`config.mk`:
```
export PLATFORM = sky130hd
export DESIGN_NAME = audio_mixer_flat
export DESIGN_NICKNAME = d
export VERILOG_FILES = /design/src/rtl/audio_mixer_pkg.sv /design/src/rtl/audio_mixer_if.sv /design/src/rtl/audio_mixer_sync_edge_det.sv /design/src/rtl/audio_mixer.sv /design/src/flat_wrapper.sv
export SDC_FILE = /design/constraint.sdc
export NUM_CORES = 1
export LEC_CHECK = 0
export CORE_MARGIN = 2
export CORE_UTILIZATION = 51
export CTS_CLUSTER_SIZE = 24
export DETAILED_ROUTE_END_ITERATION = 10
export DONT_BUFFER_PORTS = 1
export PLACE_DENSITY = 0.67
export SLEW_MARGIN = 5
export SYNTH_ARGS = -nofsm -noshare
export SYNTH_HDL_FRONTEND = slang
export SYNTH_SLANG_ARGS = --single-unit
```
`constraint.sdc`:
```
create_clock -name mclk -period 10.3 [get_ports mclk]
set_input_delay 1.545 -clock mclk [delete_from_list [all_inputs] [get_ports mclk]]
set_output_delay 1.545 -clock mclk [all_outputs]
set_load 0.005 [all_outputs]
```
`src/rtl/audio_mixer_pkg.sv`:
```
// audio_mixer_pkg: shared widths, snapshot types and the 16-bit saturator for the playback mixer.
package audio_pkg;
  localparam int SAMPLE_BITS = 16;
  localparam int VOLUME_BITS = 8;
  localparam int M_BUF_LEN = 32;
  localparam int M_IDX_BITS = $clog2(M_BUF_LEN);
  typedef enum logic [1:0] {IDLE, ACCUM, SCALE, WRITE} state_t;
  typedef struct packed {
    logic signed [SAMPLE_BITS-1:0] sample;
    logic [VOLUME_BITS-1:0] gain;
  } SourceControl_t;
  typedef struct packed {
    logic [VOLUME_BITS-1:0] master_vol;
    logic [M_IDX_BITS-1:0] rd_index;
  } MainControlReg_t;
  function automatic logic signed [SAMPLE_BITS-1:0] sat16(input logic signed [31:0] v);
    return v > 32767 ? 16'sh7fff : v < -32768 ? 16'sh8000 : v[SAMPLE_BITS-1:0];
  endfunction
endpackage

```
`src/rtl/audio_mixer_if.sv`:
```
// audio_mixer_if: write port into the circular master playback buffer.
interface audio_mixer_if;
  import audio_pkg::*;
  logic buf_we;
  logic [M_IDX_BITS-1:0] buf_addr;
  logic [SAMPLE_BITS-1:0] buf_data;
  modport master(output buf_we, buf_addr, buf_data);
  modport slave(input buf_we, buf_addr, buf_data);
endinterface

```
`src/rtl/audio_mixer_sync_edge_det.sv`:
```
// sync_edge_det: two-flop synchroniser with a one-cycle pulse on each synchronised falling edge.
module sync_edge_det (
  input  logic clk,
  input  logic rst_n,
  input  logic i_d,
  output logic o_fall
);
  logic [2:0] r_sh;
  always_ff @(posedge clk or negedge rst_n)
    if (!rst_n) r_sh <= '0;
    else r_sh <= {r_sh[1:0], i_d};
  assign o_fall = r_sh[2] & ~r_sh[1];
endmodule

```
`src/rtl/audio_mixer.sv`:
```
// audio_mixer: per-frame sequential multiply-accumulate of N_CH sources, master volume,
// saturation to 16 bits and one write into the playback ring, with clip and overrun status.
module audio_mixer
  import audio_pkg::*;
#(
  parameter int N_CH = 6,
  parameter int LAG = 1,
  parameter int CLIP_HOLD = 4800
) (
  input  logic mclk,
  input  logic rstn,
  input  logic pblrc,
  input  logic [N_CH*SAMPLE_BITS-1:0] samples,
  input  logic [N_CH*VOLUME_BITS-1:0] gains,
  input  logic [VOLUME_BITS-1:0] master_vol,
  input  logic [M_IDX_BITS-1:0] rd_index,
  audio_mixer_if.master wr,
  output logic busy,
  output logic clip,
  output logic overrun
);
  localparam int ACC_W = SAMPLE_BITS + VOLUME_BITS + $clog2(N_CH) + 1;
  localparam int CH_W = N_CH > 1 ? $clog2(N_CH) : 1;
  localparam int HOLD_W = $clog2(CLIP_HOLD + 1);
  state_t r_state, w_next;
  SourceControl_t r_src [N_CH];
  MainControlReg_t r_main;
  logic [CH_W-1:0] r_ch;
  logic signed [ACC_W-1:0] r_acc;
  logic signed [ACC_W-VOLUME_BITS:0] r_mix;
  logic [HOLD_W-1:0] r_hold;
  logic r_over;
  logic w_fs, w_we, w_sat, w_last;
  logic signed [SAMPLE_BITS+VOLUME_BITS:0] w_prod;
  logic signed [ACC_W-VOLUME_BITS-1:0] w_acc_sh;
  logic signed [ACC_W:0] w_scaled;
  logic signed [31:0] w_mix32;
  sync_edge_det u_sync (.clk(mclk), .rst_n(rstn), .i_d(pblrc), .o_fall(w_fs));
  assign w_last = r_ch == CH_W'(N_CH - 1);
  // gains are unsigned, so widen with a zero sign bit before the signed multiplies
  assign w_prod = $signed(r_src[r_ch].sample) * $signed({1'b0, r_src[r_ch].gain});
  assign w_acc_sh = r_acc[ACC_W-1:VOLUME_BITS];
  assign w_scaled = w_acc_sh * $signed({1'b0, r_main.master_vol});
  assign w_mix32 = 32'(r_mix);
  assign w_sat = w_mix32 > 32767 || w_mix32 < -32768;
  assign w_we = r_state == WRITE;
  always_comb begin
    w_next = r_state == IDLE ? (w_fs ? ACCUM : IDLE) :
             r_state == ACCUM ? (w_last ? SCALE : ACCUM) :
             r_state == SCALE ? WRITE : IDLE;
  end
  always_ff @(posedge mclk or negedge rstn)
    if (!rstn) r_state <= IDLE;
    else r_state <= w_next;
  always_ff @(posedge mclk or negedge rstn)
    if (!rstn) begin
      for (int k = 0; k < N_CH; k++) r_src[k] <= '0;
      r_main <= '0;
      r_ch <= '0;
      r_acc <= '0;
      r_mix <= '0;
      r_hold <= '0;
      r_over <= 1'b0;
    end else begin
      if (w_fs && r_state == IDLE) begin
        for (int k = 0; k < N_CH; k++)
          r_src[k] <= '{samples[k*SAMPLE_BITS +: SAMPLE_BITS], gains[k*VOLUME_BITS +: VOLUME_BITS]};
        r_main <= '{master_vol, rd_index};
        r_acc <= '0;
        r_ch <= '0;
      end
      if (r_state == ACCUM) begin
        r_acc <= r_acc + ACC_W'(w_prod);
        r_ch <= r_ch + 1'b1;
      end
      if (r_state == SCALE) r_mix <= w_scaled[ACC_W:VOLUME_BITS];
      if (w_fs && r_state != IDLE) r_over <= 1'b1;
      // a saturating write reloads the hold even when a frame edge lands in the same cycle
      if (w_we && w_sat) r_hold <= HOLD_W'(CLIP_HOLD);
      else if (w_fs && r_hold != '0) r_hold <= r_hold - 1'b1;
    end
  always_comb begin
    wr.buf_we = w_we;
    wr.buf_addr = w_we ? r_main.rd_index - M_IDX_BITS'(LAG) : '0;
    wr.buf_data = w_we ? sat16(w_mix32) : '0;
  end
  assign busy = r_state != IDLE;
  assign clip = r_hold != '0;
  assign overrun = r_over;
endmodule

```
`src/flat_wrapper.sv`:
```
// flat-port wrapper written by rule: the top's interface ports become plain ports
module audio_mixer_flat import audio_pkg::*;
#(
  parameter int N_CH = 6,
  parameter int LAG = 1,
  parameter int CLIP_HOLD = 4800
)
  (mclk, rstn, pblrc, samples, gains, master_vol, rd_index, busy, clip, overrun, wr_buf_we, wr_buf_addr, wr_buf_data);
  audio_mixer_if wr_i ();
  input  logic mclk;
  input  logic rstn;
  input  logic pblrc;
  input  logic [N_CH*SAMPLE_BITS-1:0] samples;
  input  logic [N_CH*VOLUME_BITS-1:0] gains;
  input  logic [VOLUME_BITS-1:0] master_vol;
  input  logic [M_IDX_BITS-1:0] rd_index;
  output logic busy;
  output logic clip;
  output logic overrun;
  output wire logic [$bits(wr_i.buf_we)-1:0] wr_buf_we;
  output wire logic [$bits(wr_i.buf_addr)-1:0] wr_buf_addr;
  output wire logic [$bits(wr_i.buf_data)-1:0] wr_buf_data;
  assign wr_buf_we = wr_i.buf_we;
  assign wr_buf_addr = wr_i.buf_addr;
  assign wr_buf_data = wr_i.buf_data;
  audio_mixer #(.N_CH(N_CH), .LAG(LAG), .CLIP_HOLD(CLIP_HOLD)) u_core (.mclk(mclk), .rstn(rstn), .pblrc(pblrc), .samples(samples), .gains(gains), .master_vol(master_vol), .rd_index(rd_index), .wr(wr_i), .busy(busy), .clip(clip), .overrun(overrun));
endmodule
```
* Word level (Yosys, flattened, before mapping)
Cells that the tools add are included.
Operators by class: $add $sub $neg 4, multipliers 2, order comparisons 3, equality and inequality tests 4, muxes and demuxes 18, bitwise operators 3, reduce and logical (&&, ||, !) cells 10
Operators by type and width (count):
- binary-select mux 24 bit (select 3 bit) | 1
- two-way mux 28 bit | 2
- two-way mux 16 bit | 3
- two-way mux 24 bit | 2
- multiplier 20 x 9 -> 29 bit | 1
- adder 28 x 25 -> 28 bit | 1
- two-way mux 13 bit | 2
- multiplier 16 x 9 -> 25 bit | 1
- > comparator 21 x 16 -> 1 bit (second input constant) | 1
- < comparator 21 x 16 -> 1 bit (second input constant) | 1
- nonzero test 13 bit | 1
- subtractor 13 x 1 -> 13 bit (second input constant) | 1
- two-way mux 2 bit | 4
- two-way mux 3 bit | 2
- nonzero test 2 bit | 3
- two-way mux 5 bit | 1
- subtractor 5 x 1 -> 5 bit (second input constant) | 1
- equality test 2 bit (second input constant) | 2
- >= comparator 4 bit (second input constant) | 1
- logical AND 1 bit | 4
- NOT 3 -> 4 bit | 1
- adder 3 x 1 -> 3 bit (second input constant) | 1
- equality test 3 bit (second input constant) | 1
- equality test 2 x 1 -> 1 bit (second input constant) | 1
- 5 further kinds | 5
Storage, ports and cells: register bits 228, input bits 160, output and inout bits 25, logic and storage cells 65

* Logic depth before layout (Yosys ltp)
depth after elaboration 7, depth in mapped cells 27

* Hierarchy
Synthesis repeated with hierarchy kept, for this count alone.
Second synthesis, totals: cells, all modules 2392, area total of the unflattened synthesis 20951.3 sq um
Modules (own cells, without submodules):
- audio_mixer | instances 1, cells each 2388, area an instance 20862.5 sq um
- sync_edge_det | instances 1, cells each 4, area an instance 88.8 sq um

* Least setup slack after synthesis
Ideal clock, no wire load.
path kind flip-flop to flip-flop, from reg u_core.r_ch[0], to reg u_core.r_acc[20], library setup time 0.083 ns, data arrival time 6.425 ns, required time 10.217 ns, setup slack 3.792 ns, stages on the path, launching flop included 23, buffers on the path 3, clock period less this slack 6.508 ns, cells stage by stage dfrtp_1 > buf_2 > buf_2 > mux4_2 > a21oi_1 > clkbuf_1 > nor2_1 > fa_1 > fa_1 > fa_1 > fa_1 > inv_1 > fa_1 > inv_1 > ha_1 > and4_1 > nand4_1 > o41a_1 > o211a_1 > o21ai_0 > a31oi_1 > xor2_1 > o21ai_0
Between the ends: word-level cells in the longest chain between the ends 7
RTL lines:
- from (decl) | line audio_mixer.sv:28 | logic [CH_W-1:0] r_ch;
- from (signal assigned) | line audio_mixer.sv:74 | r_ch <= r_ch + 1'b1;
- NOT 3 -> 4 bit (implied by the code) | line audio_mixer.sv:41 | assign w_prod = $signed(r_src[r_ch].sample) * $signed({1'b0, r_src[r_ch].gain});
- binary-select mux 24 bit (select 3 bit) | line audio_mixer.sv:41
- two-way mux 24 bit (implied by the code) (2 in series) | line audio_mixer.sv:41
- multiplier 16 x 9 -> 25 bit | line audio_mixer.sv:41
- adder 28 x 25 -> 28 bit | line audio_mixer.sv:73 | r_acc <= r_acc + ACC_W'(w_prod);
- two-way mux 28 bit | line audio_mixer.sv:72 | if (r_state == ACCUM) begin
- to (signal assigned) | line audio_mixer.sv:73
- to (decl) | line audio_mixer.sv:29 | logic signed [ACC_W-1:0] r_acc;
No other way between the ends. The select of a mux whose other input is x is not followed. A chain may end at the register's enable or synchronous reset.

* Worst setup path in the final report
from reg u_core.r_ch[0], to reg u_core.r_acc[27]
Same word-level chain as after synthesis.

==> run summary <==
hpwl dp -> 36.3 mm
die height -> 208 µm
initial core utilization -> 51.8%
Resize count post-CTS -> 0
hold buffers post-CTS -> 0
# DRC -> 0
Async S/R FF share, synth -> 100%
Worst-Margin Slew -> 1020 ps
RD Place Congestion -> 0.892
area grow syn2layout -> 6.44%
vias in the first global route -> 15200
total clock sinks -> 228
Post-synth top flop -> dfrtp_1
Post-Syn Area -> 21200 µm²
worst skew pair latency -> 560 ps
clock buffer depth -> 3
Die X-Extent -> 208 µm
core box area -> 40900 µm²
Yosys cell types -> 82
Final Critical Period -> 7400 ps
register bit count reported by yosys -> 228
Final Routed Wirelength -> 46.0 mm
Fmax -> 135 MHz
worst hold path class -> register to register
share of cells above drive strength 1 -> 13.2%
CTS tree -> yes
IO Pins -> 185
CTS H-tree lvls -> 1
R2R Setup Slk -> 2900 ps
largest net degree at the start of global routing -> 229
Crit Path Max Fanout -> 28
final setup vio count -> 0
Final Hold Viols -> 0
worst r2r dst -> u_core.r_acc[27]
Die Area -> 43200 µm²
All-Layer GR Usage -> 21.9%
Max transition margin -> 32.1%
Hold Startpoint -> u_core.u_sync.r_sh[0]
1st-iter DRT viols -> 852
synth cell count leaders -> 379 x inv_1, 253 x fa_1, 228 x dfrtp_1
status -> finished, final reports clean
post-synthesis cell count -> 2112
Rows -> 74
number of antenna violations at the first check in global routing -> 10
dominant cell by count in the synthesized netlist -> inv_1
number of fill cells -> 3573
nets -> 2596
Worst EP arrival -> 7830 ps
Critical Path Start Type -> register
postcts setup bufs -> 0
Detail Route Antenna Nets -> 0
CTS buffer count -> 26
synth top area cells -> dfrtp_1 27%, fa_1 24%, mux2_2 8.3%
largest area contributor in the netlist -> dfrtp_1
max-slew violation count -> 0
WHS Endpoint -> u_core.u_sync.r_sh[1]
first-pass GRT wire length -> 78.0 mm
# port buffers -> 0
max-cap viol count -> 0
RR Startpoint -> u_core.r_ch[0]
Yosys warnings -> 0
area share of the largest cell type after synthesis -> 26.9%
GRT overflow -> 0
unrepaired setup endpoints after global routing -> no
vias per cell -> 5.37
crit path capture type -> register
clock root buffer -> clkbuf_16
routed len/inst -> 17.6 µm
Syn Area/Cell -> 10.0 µm²
R2R depth -> 22
Worst EP required -> 10730 ps
setup TNS -> 0 ps
period utilization -> 71.8%
worst clock skew -> 16.4 ps
vias -> 14076
worst hold stages -> 0
Detailed Routing Iterations Pass 1 -> 5
sequential fraction of the synthesis area -> 26.9%
number of flops mapped to enable cells by yosys -> 0
syn nets -> 2644
crit path kind -> register to register
Worst-path clk slew -> 60 ps
## state kept, by name, summed over array words and instances (netlist names)
| name | flops |
|---|---|
| u_core.overrun | 1 |
| u_core.r_acc | 28 |
| u_core.r_ch | 3 |
| u_core.r_hold | 13 |
| u_core.r_main | 13 |
| u_core.r_mix | 21 |
| u_core.r_src | 144 |
| u_core.r_state | 2 |
| u_core.u_sync.r_sh | 3 |
## per-layer routing
layer	share of wire, %	wire, µm	vias to the layer above	GRT usage, %
li1	-	-	6641	-
met1	43	19700	7047	27.9
met2	49	22400	314	37.9
met3	6.2	2840	66	5.28
met4	2.0	905	8	4.96
met5	0.096	44	-	0
## cell type report
class / instances / area (µm²) / share of cell area, %
Clock inverter: 12 / 173 / 0.765
Multi-Input combinational cell: 1409 / 13700 / 60.7
Timing Repair Buffer: 19 / 143 / 0.632
Clock buffer: 35 / 744 / 3.30
Inverter: 380 / 1430 / 6.32
Tap cell: 532 / 666 / 2.95
Sequential cell: 228 / 5710 / 25.3
Antenna cell: 4 / 10.0 / 0.0443
## how the worst max path moves through the flow
stage / start / to / cells after the start
final: u_core.r_ch[0] / u_core.r_acc[27] / 22
after global routing: u_core.r_ch[0] / u_core.r_acc[27] / 20
after CTS: u_core.r_ch[0] / u_core.r_acc[27] / 22
after detailed placement: u_core.r_ch[0] / u_core.r_acc[27] / 22
after global placement: u_core.r_ch[0] / u_core.r_acc[27] / 22
after floorplan: u_core.r_ch[0] / u_core.r_acc[20] / 22
## per-stage QoR
| step | std cells | util (%) | hold slack [ps] | cell area (µm²) | setup slack, ps |
|---|---|---|---|---|---|
| floorplan | 2112 | - | 331 | 21200 | 3790 |
| global placement | 2568 | 52.9 | 337 | 21600 | 2940 |
| detailed placement | 2568 | 52.9 | 348 | 21600 | 2850 |
| CTS | 2615 | 55.1 | 359 | 22600 | 2870 |
| global route | 2616 | 55.1 | 363 | 22600 | 2470 |
| finish | 2619 | 55.2 | 358 | 22600 | 2900 |
## worst max-delay path, stage by stage, from the launching register on
cell and delay (ps):
dfrtp_4 760, buf_4 500, mux4_2 550, a21oi_1 150, buf_4 260, or2_2 210
inv_1 70, fa_1 520, inv_1 120, fa_1 540, inv_1 60, fa_1 510
fa_1 540, inv_1 60, fa_1 490, inv_1 40, ha_1 360, nand3_1 160
nor3_1 270, a21boi_0 490, o21ai_0 250, a211oi_1 240, o21ai_0 120
## cell usage in the layout, fill, tap and decap left out, types with 4 or more instances in the layout
| master | n |
|---|---|
| mux2i_1 | 27 |
| o21a_1 | 16 |
| nand3_1 | 15 |
| a21o_1 | 21 |
| buf_4 | 19 |
| nand4_1 | 4 |
| dfrtp_1 | 227 |
| o31ai_1 | 11 |
| clkbuf_16 | 26 |
| nor3b_1 | 4 |
| a221o_1 | 4 |
| mux4_2 | 24 |
| fa_1 | 253 |
| or3_1 | 7 |
| o21ai_0 | 49 |
| a21oi_1 | 55 |
| o22ai_1 | 11 |
| clkbuf_8 | 6 |
| xor2_1 | 20 |
| nand2b_1 | 16 |
| inv_1 | 379 |
| nand2_1 | 175 |
| and3_1 | 8 |
| or2_2 | 8 |
| clkinv_2 | 4 |
| and2_1 | 97 |
| nor2b_1 | 14 |
| a211oi_1 | 10 |
| mux2_2 | 156 |
| a31oi_1 | 10 |
| xnor2_1 | 20 |
| diode_2 | 4 |
| o21ai_1 | 5 |
| ha_1 | 119 |
| nor3_1 | 12 |
| nor2_1 | 164 |
| o21bai_1 | 5 |
## cell families (layout without fill, tap and decap cells)
kind of cell    after synthesis  after routing  synth area share, %
compound gates              237            237                 7.33
buf+inv                     475            446                 8.53
mux                         207            207                 12.1
flops                       228            228                 26.9
other cells                   0              4                    0
xor+xnor                     40             40                 1.65
fa+ha+maj                   372            372                 30.9
simple gates                553            553                 12.6
Power is left out: the tool's default activity adds up to more than one toggle a clock period on the data nets, which glitch-free logic cannot reach.
